--- config.mk ---
export PLATFORM = sky130hd
export DESIGN_NAME = var_mem_arbiter
export DESIGN_NICKNAME = d
export VERILOG_FILES = /design/src/rtl/var_mem_arbiter.sv
export SDC_FILE = /design/constraint.sdc
export NUM_CORES = 1
export LEC_CHECK = 0
export ABC_CLOCK_PERIOD_IN_PS = 7000
export CAP_MARGIN = 20
export CELL_PAD_IN_SITES_DETAIL_PLACEMENT = 0
export CELL_PAD_IN_SITES_GLOBAL_PLACEMENT = 2
export CORE_MARGIN = 4
export CORE_UTILIZATION = 24
export CTS_CLUSTER_DIAMETER = 50
export CTS_CLUSTER_SIZE = 14
export DETAILED_ROUTE_END_ITERATION = 7
export PLACE_DENSITY = 0.95
export SKIP_LAST_GASP = 1
export SLEW_MARGIN = 15
export SYNTH_ARGS = -nofsm -noshare
export SYNTH_HDL_FRONTEND = slang
export SYNTH_SLANG_ARGS = --single-unit
--- constraint.sdc ---
create_clock -name clk -period 7 [get_ports clk]
set_input_delay 1.4 -clock clk [delete_from_list [all_inputs] [get_ports clk]]
set_output_delay 1.4 -clock clk [all_outputs]
set_load 0.03 [all_outputs]
--- src/rtl/var_mem_arbiter.sv ---
// var_mem_arbiter
//   Arbitrates the single-port local-variable BRAM between the execute stage
//   (port A, frame-relative local.get/set/tee) and the host/loader (port B,
//   absolute addresses). Owns the frame base/size registers, bounds-checks
//   port A, and returns registered responses with valid/ready backpressure.
//
// Optional build macro:
//   VARMEM_INIT_ZERO_EN - INIT sweeps the whole BRAM writing zeros before
//                         any request is accepted.
//
// Ports:
//   clk, rst                        clock, synchronous active-high reset
//   cfg_frame_we/base/size          frame register load
//   a_req_* / a_rsp_*               port A request / response handshake
//   b_req_* / b_rsp_*               port B request / response handshake
//   mem_addr/we/wr_data/rd_data     BRAM interface (combinational read)
//   init_done                       memory usable
//
// state  | meaning
// -------+---------------------------------------------------------------
// S_INIT | after reset; optional zero sweep runs here, no requests granted
// S_RUN  | normal arbitration between port A and port B
module var_mem_arbiter #(
    parameter int ADDR_WIDTH = 10,
    parameter int DATA_WIDTH = 32,
    parameter int DEPTH      = 1024
) (
    input  logic                  clk,
    input  logic                  rst,
    input  logic                  cfg_frame_we,
    input  logic [ADDR_WIDTH-1:0] cfg_frame_base,
    input  logic [ADDR_WIDTH:0]   cfg_frame_size,
    input  logic                  a_req_valid,
    output logic                  a_req_ready,
    input  logic                  a_req_we,
    input  logic [ADDR_WIDTH-1:0] a_req_idx,
    input  logic [DATA_WIDTH-1:0] a_req_wdata,
    output logic                  a_rsp_valid,
    input  logic                  a_rsp_ready,
    output logic [DATA_WIDTH-1:0] a_rsp_data,
    output logic                  a_rsp_err,
    input  logic                  b_req_valid,
    output logic                  b_req_ready,
    input  logic                  b_req_we,
    input  logic [ADDR_WIDTH-1:0] b_req_addr,
    input  logic [DATA_WIDTH-1:0] b_req_wdata,
    output logic                  b_rsp_valid,
    input  logic                  b_rsp_ready,
    output logic [DATA_WIDTH-1:0] b_rsp_data,
    output logic [ADDR_WIDTH-1:0] mem_addr,
    output logic                  mem_we,
    output logic [DATA_WIDTH-1:0] mem_wr_data,
    input  logic [DATA_WIDTH-1:0] mem_rd_data,
    output logic                  init_done
);

    if (DEPTH > (1 << ADDR_WIDTH)) begin : g_depth_check
        $error("DEPTH does not fit in ADDR_WIDTH");
    end

    typedef enum logic {
        S_INIT = 1'b0,
        S_RUN  = 1'b1
    } state_t;

    state_t                state_q, state_d;
    logic [ADDR_WIDTH-1:0] frame_base_q;
    logic [ADDR_WIDTH:0]   frame_size_q;
    logic                  rr_last_b_q;
    logic                  run_ok;
    logic                  elig_a, elig_b;
    logic                  grant_a, grant_b;
    logic                  a_err;
    logic [ADDR_WIDTH-1:0] a_addr;

`ifdef VARMEM_INIT_ZERO_EN
    localparam logic [ADDR_WIDTH-1:0] SWEEP_LAST = ADDR_WIDTH'(DEPTH - 1);
    logic [ADDR_WIDTH-1:0] sweep_q;
    logic                  sweep_done;

    assign sweep_done = (sweep_q == SWEEP_LAST);

    always_ff @(posedge clk) begin
        if (rst)
            sweep_q <= '0;
        else if (state_q == S_INIT)
            sweep_q <= sweep_q + 1'b1;
    end
`endif

    assign init_done = (state_q == S_RUN);
    // Holding off grants while rst is high keeps a mid-operation reset from
    // committing a BRAM write at the resetting edge.
    assign run_ok    = init_done && !rst;
    assign elig_a    = run_ok && a_req_valid && (!a_rsp_valid || a_rsp_ready);
    assign elig_b    = run_ok && b_req_valid && (!b_rsp_valid || b_rsp_ready);

    // rr_last_b_q = 1 means B won the last grant, so A wins the next tie.
    assign grant_a   = elig_a && (!elig_b || rr_last_b_q);
    assign grant_b   = elig_b && !grant_a;

    assign a_req_ready = grant_a;
    assign b_req_ready = grant_b;

    assign a_addr = frame_base_q + a_req_idx;
    assign a_err  = ({1'b0, a_req_idx} >= frame_size_q);

    always_ff @(posedge clk) begin
        if (rst)
            state_q <= S_INIT;
        else
            state_q <= state_d;
    end

    always_comb begin
        state_d     = state_q;
        mem_addr    = '0;
        mem_we      = 1'b0;
        mem_wr_data = '0;
        case (state_q)
            S_INIT: begin
`ifdef VARMEM_INIT_ZERO_EN
                if (!rst) begin
                    mem_we   = 1'b1;
                    mem_addr = sweep_q;
                end
                if (sweep_done)
                    state_d = S_RUN;
`else
                state_d = S_RUN;
`endif
            end
            S_RUN: begin
                if (grant_a) begin
                    mem_addr    = a_addr;
                    mem_we      = a_req_we && !a_err;
                    mem_wr_data = a_req_wdata;
                end else if (grant_b) begin
                    mem_addr    = b_req_addr;
                    mem_we      = b_req_we;
                    mem_wr_data = b_req_wdata;
                end
            end
            default: state_d = S_INIT;
        endcase
    end

    always_ff @(posedge clk) begin
        if (rst) begin
            a_rsp_valid  <= 1'b0;
            a_rsp_data   <= '0;
            a_rsp_err    <= 1'b0;
            b_rsp_valid  <= 1'b0;
            b_rsp_data   <= '0;
            frame_base_q <= '0;
            frame_size_q <= '0;
            rr_last_b_q  <= 1'b1;
        end else begin
            if (grant_a) begin
                a_rsp_valid <= 1'b1;
                a_rsp_err   <= a_err;
                if (a_err)
                    a_rsp_data <= '0;
                else if (a_req_we)
                    a_rsp_data <= a_req_wdata;
                else
                    a_rsp_data <= mem_rd_data;
            end else if (a_rsp_ready) begin
                a_rsp_valid <= 1'b0;
            end

            if (grant_b) begin
                b_rsp_valid <= 1'b1;
                b_rsp_data  <= b_req_we ? b_req_wdata : mem_rd_data;
            end else if (b_rsp_ready) begin
                b_rsp_valid <= 1'b0;
            end

            if (grant_a)
                rr_last_b_q <= 1'b0;
            else if (grant_b)
                rr_last_b_q <= 1'b1;

            // A same-cycle port A grant above already used the old frame.
            if (cfg_frame_we) begin
                frame_base_q <= cfg_frame_base;
                frame_size_q <= cfg_frame_size;
            end
        end
    end

endmodule

Yosys cells after proc, flatten, opt, wreduce, memory -nomap -nowiden
Index checks and enable logic that the tools add are counted.
- add/subtract/negate cells: 1
- magnitude comparators: 1
- mux-type cells: 19
- reductions and logical operators: 20
- operator list (cell ; count):
    $mux W32 ; 6
    $mux W10 ; 3
    $ge A10 B11 Y1 ; 1
    $add A10 B10 Y10 ; 1
    $mux W1 ; 10
    $logic_and A1 B1 Y1 ; 8
    $logic_not A1 Y1 ; 6
    $reduce_bool A2 Y1 ; 3
    $logic_or A1 B1 Y1 ; 3
- flip-flop bits (word level): 90
- input port bits: 146
- output and inout bits: 113
- logic and storage cells: 50

Logic depth before layout (Yosys ltp)
Gate-level depths: netlist (run 1).
- depth in word-level cells: 12
- gate-level depth with buffers: 8
- gate-level depth less buffers: 8

Least setup slack after synthesis (run 1)
OpenSTA, ideal clock, no wires.
- kind: input -> output
- start: input port a_req_idx[0]
- end: output port mem_addr[8]
- arrival: 3.277 ns
- required time: 5.600 ns
- path slack: 2.323 ns
- stages: 8
- cell sequence: ha_1 inv_1 fa_1 nand2b_1 a21oi_1 o32ai_1 xor2_1 o21ai_0
- cells in the longest elaborated chain, start to end: 3
- ends and longest elaborated chain (element ; RTL line ; text):
    from (decl) ; 36 ; input logic [ADDR_WIDTH-1:0] a_req_idx,
    $add A10 B10 Y10 ; 105 ; assign a_addr = frame_base_q + a_req_idx;
    $mux W10 ; 134 ; if (grant_a) begin
    $mux W10 ; 120 ; case (state_q)
    to (decl) ; 50 ; output logic [ADDR_WIDTH-1:0] mem_addr,
Every way passes these cells.

Worst setup path in the final report (run 1)
Ends and elaborated chain as after synthesis.

==> flow_metrics.py, run 1 <==
metrics = {
    "status": {
        "status": "completed",
    },
    "worst_setup_path": {
        "crit_fanout": 3,
        "cp-start-kind": "input pin",
        "crit_path_frequent_cell": "clkdlybuf4s50_1",
        "critPathMaxStageDelay_ns": 0.71,
        "crit_required_ns": 5.60,
        "crit_slowest_cell": "clkdlybuf4s50_1",
        "criticalPathCategory": "in -> out",
        "endpoint_kind": "output pin",
        "crit_chain": "clkdlybuf4s50_1, ha_1, inv_1, fa_1, nand2b_1, a21oi_1, o32ai_1, xor2_1, o21ai_0, clkdlybuf4s50_1",
        "critPathArrivalTime_ns": 4.18,
    },
    "global_routing": {
        "grt_start_max_net_pins": 70,
        "gr-usage-all-layers": 0.1427,
        "grt_pass1_wl_um": 27040,
        "antenna_found_initial": 0,
        "grt_pass1_vias": 4775,
        "grt_overflow": 0,
    },
    "synthesis": {
        "syn_inst": 521,
        "syn-cell-area_mm2": 0.004980,
        "yosysWarnings": 0,
        "yosysMostFrequentCell": "dfxtp_1",
        "synth_edf_count": 0,
        "synth_ff_type": "dfxtp_1",
        "yosysTopAreaCell": "dfxtp_1",
        "syn_avg_cell_area_um2": 9.558,
        "synthTopCellsByArea": "dfxtp_1, mux2i_1, a211oi_2, a22o_1, o32ai_1",
        "synth.yosys.seq_area_share": 0.3618,
        "synthArstFlopShare": 0,
        "ys_ff_latch": 90,
        "ys_types": 41,
        "syn_nets": 687,
        "netlist_top_cells_count": "dfxtp_1, mux2i_1, nor2_1",
        "synth_top_area_share": 0.3618,
    },
    "sta": {
        "grt_setup_unrepaired": "false",
        "finalSetupViolCount": 0,
        "period_needed_ns": 5.576,
        "hold_violations": 0,
        "period_share": 0.7966,
        "fin_skew_ns": 0.01337,
        "slew_headroom": 0.5576,
        "fmax_ghz": 0.1793,
        "drv_slew": 0,
        "finalSetupTns_ns": 0,
        "tightestPinTransition_ns": 0.6636,
    },
    "floorplanning": {
        "io-pin-count": 259,
        "core_area_mm2": 0.02030,
        "die_y_um": 152.0,
        "die-area_mm2": 0.02312,
        "start_util": 0.2453,
        "die_w_um": 152.0,
        "rows": 52,
    },
    "cells_and_area": {
        "final_layout_size_suffix_gt1_frac": 0.07884,
        "syn_to_final_growth_pct": 61.26,
        "multi_input_area_mm2": 0.002774,
        "final_nets": 922,
        "n_fill_cell": 2097,
        "fin_util": 0.3956,
        "final_cells": 1031,
        "n_antenna_cell": 0,
        "register_area_mm2": 0.001802,
    },
    "route": {
        "vias_per_cell": 4.582,
        "num_vias": 4724,
        "drc": 0,
        "drt_iter0_markers": 148,
        "wl_um": 17100,
        "ant_nets": 0,
        "route.detailed.wl_per_inst_um": 16.59,
        "firstDrtPassIters": 4,
    },
    "clocking": {
        "clock_path_buffers": 2,
        "post_cts_resized": 0,
        "cts_max_level": 3,
        "clk_latency_ns": 0.34,
        "holdBufCountCts": 0,
        "cts_setup_buffers": 0,
        "clock-sinks": 90,
        "cts.root.buffer_cell": "clkbuf_16",
        "tritoncts": "built",
        "cts_buffers": 9,
        "clk_pin_slew_ns": 0.07,
    },
    "placed_design": {
        "place_congestion": 0.8114,
        "place_inst": 1015,
        "port_buffers": 258,
        "hpwl_um": 12730,
    },
    "power": {
        "power_frac_comb": 0.281,
        "p_leak_nw": 3.080,
        "p_int_w": 0.0009873,
        "power_frac_clock": 0.328,
        "seq_power_share": 0.391,
        "switching_share": 0.3021,
        "ir_worst_vdd_v": 0.0001010,
        "power_density_mw_per_mm2": 176.2,
        "p_sw_w": 0.0004274,
    },
    "hold_path": {
        "worstHoldPathType": "reg -> reg",
    },
    "run": {
        "cap_violations": 0,
    },
}
## path summary, 6_finish.rpt
| path | from | to | slack [ns] | cells past startpoint |
|---|---|---|---|---|
| worst max-delay path | a_req_idx[0] | mem_addr[8] | 1.42 | 10 |
| worst min-delay path | a_rsp_data[28] | a_rsp_data[28] | 0.47 | 2 |
| worst max register to register | init_done | a_rsp_data[25] | 4.81 | 7 |
| worst min register to register | a_rsp_data[28] | a_rsp_data[28] | 0.47 | 2 |
## final cells by class
type	instances	area share
clock buffers	11	0.03023
clock inverters	5	0.004674
inverters	49	0.02322
multi-input cells	339	0.3454
flip-flops and latches	90	0.2244
well taps	270	0.04207
repair buffers	267	0.3300
## cell usage in the layout, fill, tap and decap left out, types with 5 or more instances in the layout
cell type	netlist	final
o21ai_0	12	12
inv_1	48	48
nand2_1	14	14
clkbuf_16	0	9
a211oi_2	24	24
o32ai_1	33	33
clkdlybuf4s50_1	0	255
mux2i_1	85	85
dfxtp_1	90	90
a21oi_1	13	13
a22o_1	34	34
a211oi_1	9	9
buf_4	4	9
nor2_1	57	57
ha_1	19	19
nand2b_1	5	5
## per-stage QoR
stage	setup WS (ns)	hold WS (ns)	power (W)	instance area, um^2
floorplan	2.323	0.4604	0.0007740	4980
global placement	1.420	0.4596	0.0009629	7750
detailed placement	1.413	0.4636	0.0009652	7750
CTS	1.398	0.4749	0.001444	8030
global route	1.251	0.4905	0.001493	8030
finish	1.424	0.4725	0.001415	8030
## kinds of logic after synthesis
group,synth area share
AOI/OAI and AO/OA,0.2457
xor gates and xnor gates,0.007036
adders and majority gates,0.05176
buffers and inverters,0.08266
DFF,0.3618
muxes,0.1709
and+or+nand+nor,0.08016
## flip-flops by register name, indices dropped and copies added (netlist names)
name / cells
b_rsp_valid: 1
rr_last_b_q: 1
init_done: 1
frame_base_q: 10
a_rsp_valid: 1
a_rsp_err: 1
b_rsp_data: 32
frame_size_q: 11
a_rsp_data: 32
## metal layers
layer / GRT usage / wire length [um]
met5: 0 / 0
met4: 0.04110 / 281
met3: 0.04010 / 1154
met2: 0.2329 / 7879
met1: 0.1847 / 7786
## power by group through the flow
stage	clock [W]	sequential (W)	combinational, W
after floorplan	0	0.000601	0.000173
after global routing	0.000511	0.000556	0.000426
final	0.000464	0.000553	0.000398
after detailed placement	0	0.000564	0.000401
after global placement	0	0.000564	0.000399
after CTS	0.000489	0.000553	0.000402
## critical path, delay by kind of cell
kind            cells  cell delay [ns]
fa+ha+maj           2             0.54
simple gates        1             0.19
xor+xnor            1             0.15
buf+inv             3             1.25
compound gates      3             0.64
(Power assumes the default switching activity.)
==> run 2: changes to the inputs <==
--- a/config.mk
+++ b/config.mk
@@ -5,16 +5,16 @@
 export SDC_FILE = /design/constraint.sdc
 export NUM_CORES = 1
 export LEC_CHECK = 0
-export ABC_CLOCK_PERIOD_IN_PS = 7000
+export ABC_CLOCK_PERIOD_IN_PS = 4800
 export CAP_MARGIN = 20
 export CELL_PAD_IN_SITES_DETAIL_PLACEMENT = 0
 export CELL_PAD_IN_SITES_GLOBAL_PLACEMENT = 2
 export CORE_MARGIN = 4
-export CORE_UTILIZATION = 24
+export CORE_UTILIZATION = 20
 export CTS_CLUSTER_DIAMETER = 50
 export CTS_CLUSTER_SIZE = 14
 export DETAILED_ROUTE_END_ITERATION = 7
-export PLACE_DENSITY = 0.95
+export PLACE_DENSITY = 0.87
 export SKIP_LAST_GASP = 1
 export SLEW_MARGIN = 15
 export SYNTH_ARGS = -nofsm -noshare
==> constraint.sdc (replaced) <==
create_clock -name clk -period 4.8 [get_ports clk]
set_input_delay 0.96 -clock clk [delete_from_list [all_inputs] [get_ports clk]]
set_output_delay 0.96 -clock clk [all_outputs]
set_load 0.03 [all_outputs]
==> run 2 against run 1 <==
Combinational power increased by 48%. Critical endpoint unchanged. Worst setup slack worse by 1.2 ns. Clock skew fell by 0.0053 ns. Hold slack worse by 0.00077 ns. Count of clock-buffer cells in the layout is 1 lower. Register-to-register slack got worse by 2.1 ns. Die area is 19% higher. Global-route usage fell by 1.4 points. Sequential share of layout area shrank 0.44 points. Critical path type unchanged. Largest power group unchanged. Sequential power is 46% higher. Non-clock buffer count rose by 6.
==> flow_metrics.py, run 2 (synthesized netlist as in run 1, its figures left out) <==
metrics = {
    "clocking": {
        "cts_setup_buffers": 0,
        "post_cts_resized": 0,
        "clock-sinks": 90,
        "clk_latency_ns": 0.35,
        "tritoncts": "built",
        "clock_path_buffers": 2,
        "cts_buffers": 9,
        "cts.root.buffer_cell": "clkbuf_16",
        "cts_max_level": 3,
        "clk_pin_slew_ns": 0.07,
        "holdBufCountCts": 0,
    },
    "cells_and_area": {
        "syn_to_final_growth_pct": 64.45,
        "top_regs": "a_rsp_data (32), b_rsp_data (32), frame_size_q (11)",
        "final_common_cell": "clkdlybuf4s50_1",
        "final_layout_size_suffix_gt1_frac": 0.08996,
        "layout_common_cells": "clkdlybuf4s50_1, dfxtp_1, mux2i_1",
        "multi_input_area_mm2": 0.002774,
        "n_antenna_cell": 0,
        "final_nets": 928,
        "n_fill_cell": 2518,
        "stdcell_area_mm2": 0.008189,
        "register_area_mm2": 0.001802,
    },
    "worst_setup_path": {
        "crit_fanout": 3,
        "crit_required_ns": 3.84,
        "critPathArrivalTime_ns": 3.64,
        "cp-start-kind": "input pin",
        "endpoint_kind": "output pin",
        "criticalPathCategory": "in -> out",
    },
    "placed_design": {
        "place_congestion": 0.8130,
        "hpwl_um": 13750,
        "place_area_mm2": 0.007893,
        "port_buffers": 258,
    },
    "floorplanning": {
        "die-area_mm2": 0.02749,
        "rows": 57,
        "io-pin-count": 259,
        "start_util": 0.2042,
        "die_w_um": 165.8,
        "die_y_um": 165.8,
        "core_area_mm2": 0.02439,
    },
    "sta": {
        "hold_violations": 0,
        "finalSetupViolCount": 0,
        "slew_headroom": 0.5224,
        "drv_slew": 0,
        "fmax_ghz": 0.2176,
        "fin_skew_ns": 0.008050,
        "period_share": 0.9576,
        "finalSetupTns_ns": 0,
        "period_needed_ns": 4.596,
        "grt_setup_unrepaired": "false",
        "tightestPinTransition_ns": 0.7164,
    },
    "run": {
        "cap_violations": 0,
    },
    "route": {
        "wl_um": 18410,
        "ant_nets": 0,
        "num_vias": 4733,
        "drt_iter0_markers": 157,
        "vias_per_cell": 4.338,
        "drc": 0,
        "route.detailed.wl_per_inst_um": 16.87,
        "firstDrtPassIters": 4,
    },
    "global_routing": {
        "gr-usage-all-layers": 0.1291,
        "antenna_found_initial": 1,
        "grt_start_max_net_pins": 58,
        "grt_pass1_vias": 4850,
        "grt_pass1_wl_um": 28500,
        "grt_overflow": 0,
    },
    "power": {
        "p_leak_nw": 3.133,
        "ir_worst_vdd_v": 0.0001768,
        "power_density_mw_per_mm2": 258.4,
    },
    "status": {
        "status": "completed",
    },
    "hold_path": {
        "worstHoldPathType": "reg -> reg",
    },
}
==> run 2: path summary, 6_finish.rpt <==
check | start | end | slack, ns | depth (start not counted)
worst min register to register | a_rsp_data[2] | a_rsp_data[2] | 0.47 | 2
worst max register to register | frame_size_q[1] | a_rsp_data[24] | 2.74 | 8
worst min-delay path | a_rsp_data[2] | a_rsp_data[2] | 0.47 | 2
worst max-delay path | a_req_idx[0] | mem_addr[8] | 0.20 | 10
==> run 2: report_power, final <==
part,total [W],internal (W),switching [W],leakage (nW)
combinational,0.000588,0.000291,0.000297,2.26
sequential,0.000806,0.000786,0.0000203,0.736
clock,0.000722,0.000405,0.000317,0.139
total,0.00212,0.00148,0.000634,3.13
==> run 2: metal layers <==
metal,routed length [um],vias up,track usage
met4,227,2,0.03121
met5,9,-,0
met2,8449,171,0.2095
li1,-,2377,-
met3,1510,16,0.05023
met1,8210,2167,0.1620
==> run 2: through the flow <==
| stage | setup slack, ns | power (W) | hold WS, ns | instances | utilization |
|---|---|---|---|---|---|
| 4_1_cts | 0.1847 | 0.002173 | 0.4723 | 1091 | 0.3357 |
| 2_1_floorplan | 1.003 | 0.001129 | 0.4604 | 521 | - |
| 6_report | 0.2036 | 0.002116 | 0.4717 | 1091 | 0.3357 |
| 3_3_place_gp | 0.2088 | 0.001415 | 0.4591 | 1075 | 0.3236 |
| 5_1_grt | 0.02304 | 0.002232 | 0.4840 | 1091 | 0.3357 |
| 3_5_place_dp | 0.2037 | 0.001418 | 0.4617 | 1075 | 0.3236 |
==> run 2: area by class of cell <==
type | count | share of cell area
Clock inverter | 6 | 0.008251
Clock buffer | 10 | 0.02796
Sequential cell | 90 | 0.2200
Multi-Input combinational cell | 339 | 0.3387
Inverter | 49 | 0.02277
Tap cell | 324 | 0.04950
Timing Repair Buffer | 273 | 0.3328
==> run 2: worst max-delay path, stage by stage <==
cell             delay (ns)
clkdlybuf4s50_1        0.49
ha_1                   0.17
inv_1                  0.05
fa_1                   0.38
nand2b_1               0.19
a21oi_1                0.24
o32ai_1                0.14
xor2_1                 0.15
o21ai_0                0.16
clkdlybuf4s50_1        0.69
==> run 3: changes to the inputs <==
--- a/config.mk
+++ b/config.mk
@@ -10,11 +10,12 @@
 export CELL_PAD_IN_SITES_DETAIL_PLACEMENT = 0
 export CELL_PAD_IN_SITES_GLOBAL_PLACEMENT = 2
 export CORE_MARGIN = 4
-export CORE_UTILIZATION = 20
+export CORE_UTILIZATION = 21
+export CTS_BUF_LIST = sky130_fd_sc_hd__clkbuf_4 sky130_fd_sc_hd__clkbuf_8
 export CTS_CLUSTER_DIAMETER = 50
 export CTS_CLUSTER_SIZE = 14
 export DETAILED_ROUTE_END_ITERATION = 7
-export PLACE_DENSITY = 0.87
+export PLACE_DENSITY = 0.91
 export SKIP_LAST_GASP = 1
 export SLEW_MARGIN = 15
 export SYNTH_ARGS = -nofsm -noshare
==> run 3 against run 2 <==
Clock power fell by 17%. Combinational power is essentially flat. Register-to-register slack got worse by 0.33 ns. Cell area down 1.0%. Maximum frequency grew 1.2%. Worst setup slack improved by 0.056 ns. Non-clock buffer count rose by 4. Largest power group unchanged. Global-route usage up 0.52 points. Power down 5.8%. Sequential power about the same. Cell count about the same. Count of clock-buffer cells in the layout unchanged.
==> flow_metrics.py, run 3 (synthesized netlist as in run 1, its figures left out) <==
metrics = {
    "global_routing": {
        "grt_start_max_net_pins": 46,
        "grt_pass1_wl_um": 27670,
        "grt_pass1_vias": 4813,
        "antenna_found_initial": 0,
        "gr-usage-all-layers": 0.1342,
        "grt_overflow": 0,
    },
    "clocking": {
        "clock_path_buffers": 2,
        "cts_setup_buffers": 0,
        "post_cts_resized": 0,
        "cts_buffers": 9,
        "clk_latency_ns": 0.37,
        "holdBufCountCts": 0,
        "clk_pin_slew_ns": 0.10,
        "cts.root.buffer_cell": "clkbuf_8",
        "tritoncts": "built",
        "clock-sinks": 90,
        "cts_max_level": 3,
    },
    "placed_design": {
        "place_congestion": 0.7983,
        "port_buffers": 258,
        "hpwl_um": 13710,
    },
    "sta": {
        "period_share": 0.9459,
        "fmax_ghz": 0.2203,
        "finalSetupViolCount": 0,
        "finalSetupTns_ns": 0,
        "slew_headroom": 0.5544,
        "tightestPinTransition_ns": 0.6684,
        "drv_slew": 0,
        "fin_skew_ns": 0.01291,
        "hold_violations": 0,
        "timing.hold.ws_ns": 0.4738,
        "grt_setup_unrepaired": "false",
        "period_needed_ns": 4.540,
    },
    "power": {
        "ir_worst_vdd_v": 0.0001230,
        "p_leak_nw": 3.129,
        "power_density_mw_per_mm2": 245.8,
    },
    "hold_path": {
        "worstHoldPathType": "reg -> reg",
        "worstHoldStart": "a_rsp_data[26]",
    },
    "cells_and_area": {
        "top_regs": "a_rsp_data (32), b_rsp_data (32), frame_size_q (11)",
        "final_nets": 932,
        "final_common_cell": "clkdlybuf4s50_1",
        "n_antenna_cell": 0,
        "syn_to_final_growth_pct": 62.79,
        "final_layout_size_suffix_gt1_frac": 0.1064,
        "layout_common_cells": "clkdlybuf4s50_1, dfxtp_1, mux2i_1",
        "n_fill_cell": 2443,
    },
    "worst_setup_path": {
        "worstReg2RegStart": "a_rsp_valid",
        "cp-start-kind": "input pin",
        "criticalPathCategory": "in -> out",
        "crit_required_ns": 3.84,
        "endpoint_kind": "output pin",
        "critPathArrivalTime_ns": 3.58,
        "worstSetupStartpoint": "a_req_idx[0]",
        "crit_fanout": 3,
    },
    "route": {
        "drc": 0,
        "wl_um": 18210,
        "ant_nets": 0,
        "drt_iter0_markers": 204,
        "firstDrtPassIters": 4,
        "route.detailed.wl_per_inst_um": 16.71,
        "vias_per_cell": 4.370,
        "num_vias": 4763,
    },
    "status": {
        "status": "completed",
    },
    "run": {
        "cap_violations": 0,
    },
    "floorplanning": {
        "die_y_um": 162.0,
        "die-area_mm2": 0.02624,
        "rows": 56,
        "start_util": 0.2128,
        "io-pin-count": 259,
        "die_w_um": 162.0,
        "core_area_mm2": 0.02340,
    },
}
run 3: cell count changes in the layout (fill, tap and decap cells not counted), moves of 8 or more:
| cell | delta |
|---|---|
| clkdlybuf4s50_1 | -8 |
| clkbuf_16 | -9 |
| buf_4 | +13 |
| clkbuf_8 | +9 |
run 3: layout make-up:
class	instances	area [um^2]	area share
well taps	319	399.1	0.04924
clock inverters	6	91.34	0.01127
inverters	49	186.4	0.02300
repair buffers	277	2723	0.3359
multi-input cells	339	2774	0.3422
flip-flops and latches	90	1802	0.2223
clock buffers	10	131.4	0.01621
run 3: report_power, final:
part | switching, W | leakage, nW | internal (W) | total [W]
Sequential | 0.0000196 | 0.736 | 0.000786 | 0.000805
Combinational | 0.000298 | 2.29 | 0.000291 | 0.000589
Clock | 0.000298 | 0.102 | 0.000300 | 0.000598
Total | 0.000616 | 3.13 | 0.00138 | 0.00199
run 3: critical path, cell delays in order:
cell and delay (ns):
clkdlybuf4s50_1 0.48, ha_1 0.17, inv_1 0.05, fa_1 0.38, nand2b_1 0.19, a21oi_1 0.19
buf_4 0.14, o21a_1 0.10, o21ai_0 0.07, a32o_1 0.26, clkdlybuf4s50_1 0.59
run 3: per-layer routing:
layer / vias up / track usage / part of all wire
met5: - / 0 / 0
met4: 0 / 0.02922 / 0.0081
met3: 10 / 0.04618 / 0.080
met2: 162 / 0.2236 / 0.47
met1: 2202 / 0.1688 / 0.44
li1: 2389 / - / -
run 3: metrics by stage:
step | power, W | area, um^2 | cells | worst slack, ns | utilization
finish | 0.001993 | 8107 | 1090 | 0.2599 | 0.3464
global route | 0.002104 | 8107 | 1090 | 0.09714 | 0.3464
CTS | 0.002037 | 8107 | 1090 | 0.2450 | 0.3464
detailed placement | 0.001418 | 7884 | 1074 | 0.2549 | 0.3369
global placement | 0.001414 | 7884 | 1074 | 0.2356 | 0.3369
floorplan | 0.001129 | 4980 | 521 | 1.003 | -
run 3: worst paths after layout:
kind	to	slack, ns	cells after the start
max	mem_addr[6]	0.26	11
min	a_rsp_data[26]	0.47	2
max reg2reg	b_rsp_data[20]	2.41	8
min reg2reg	a_rsp_data[26]	0.47	2
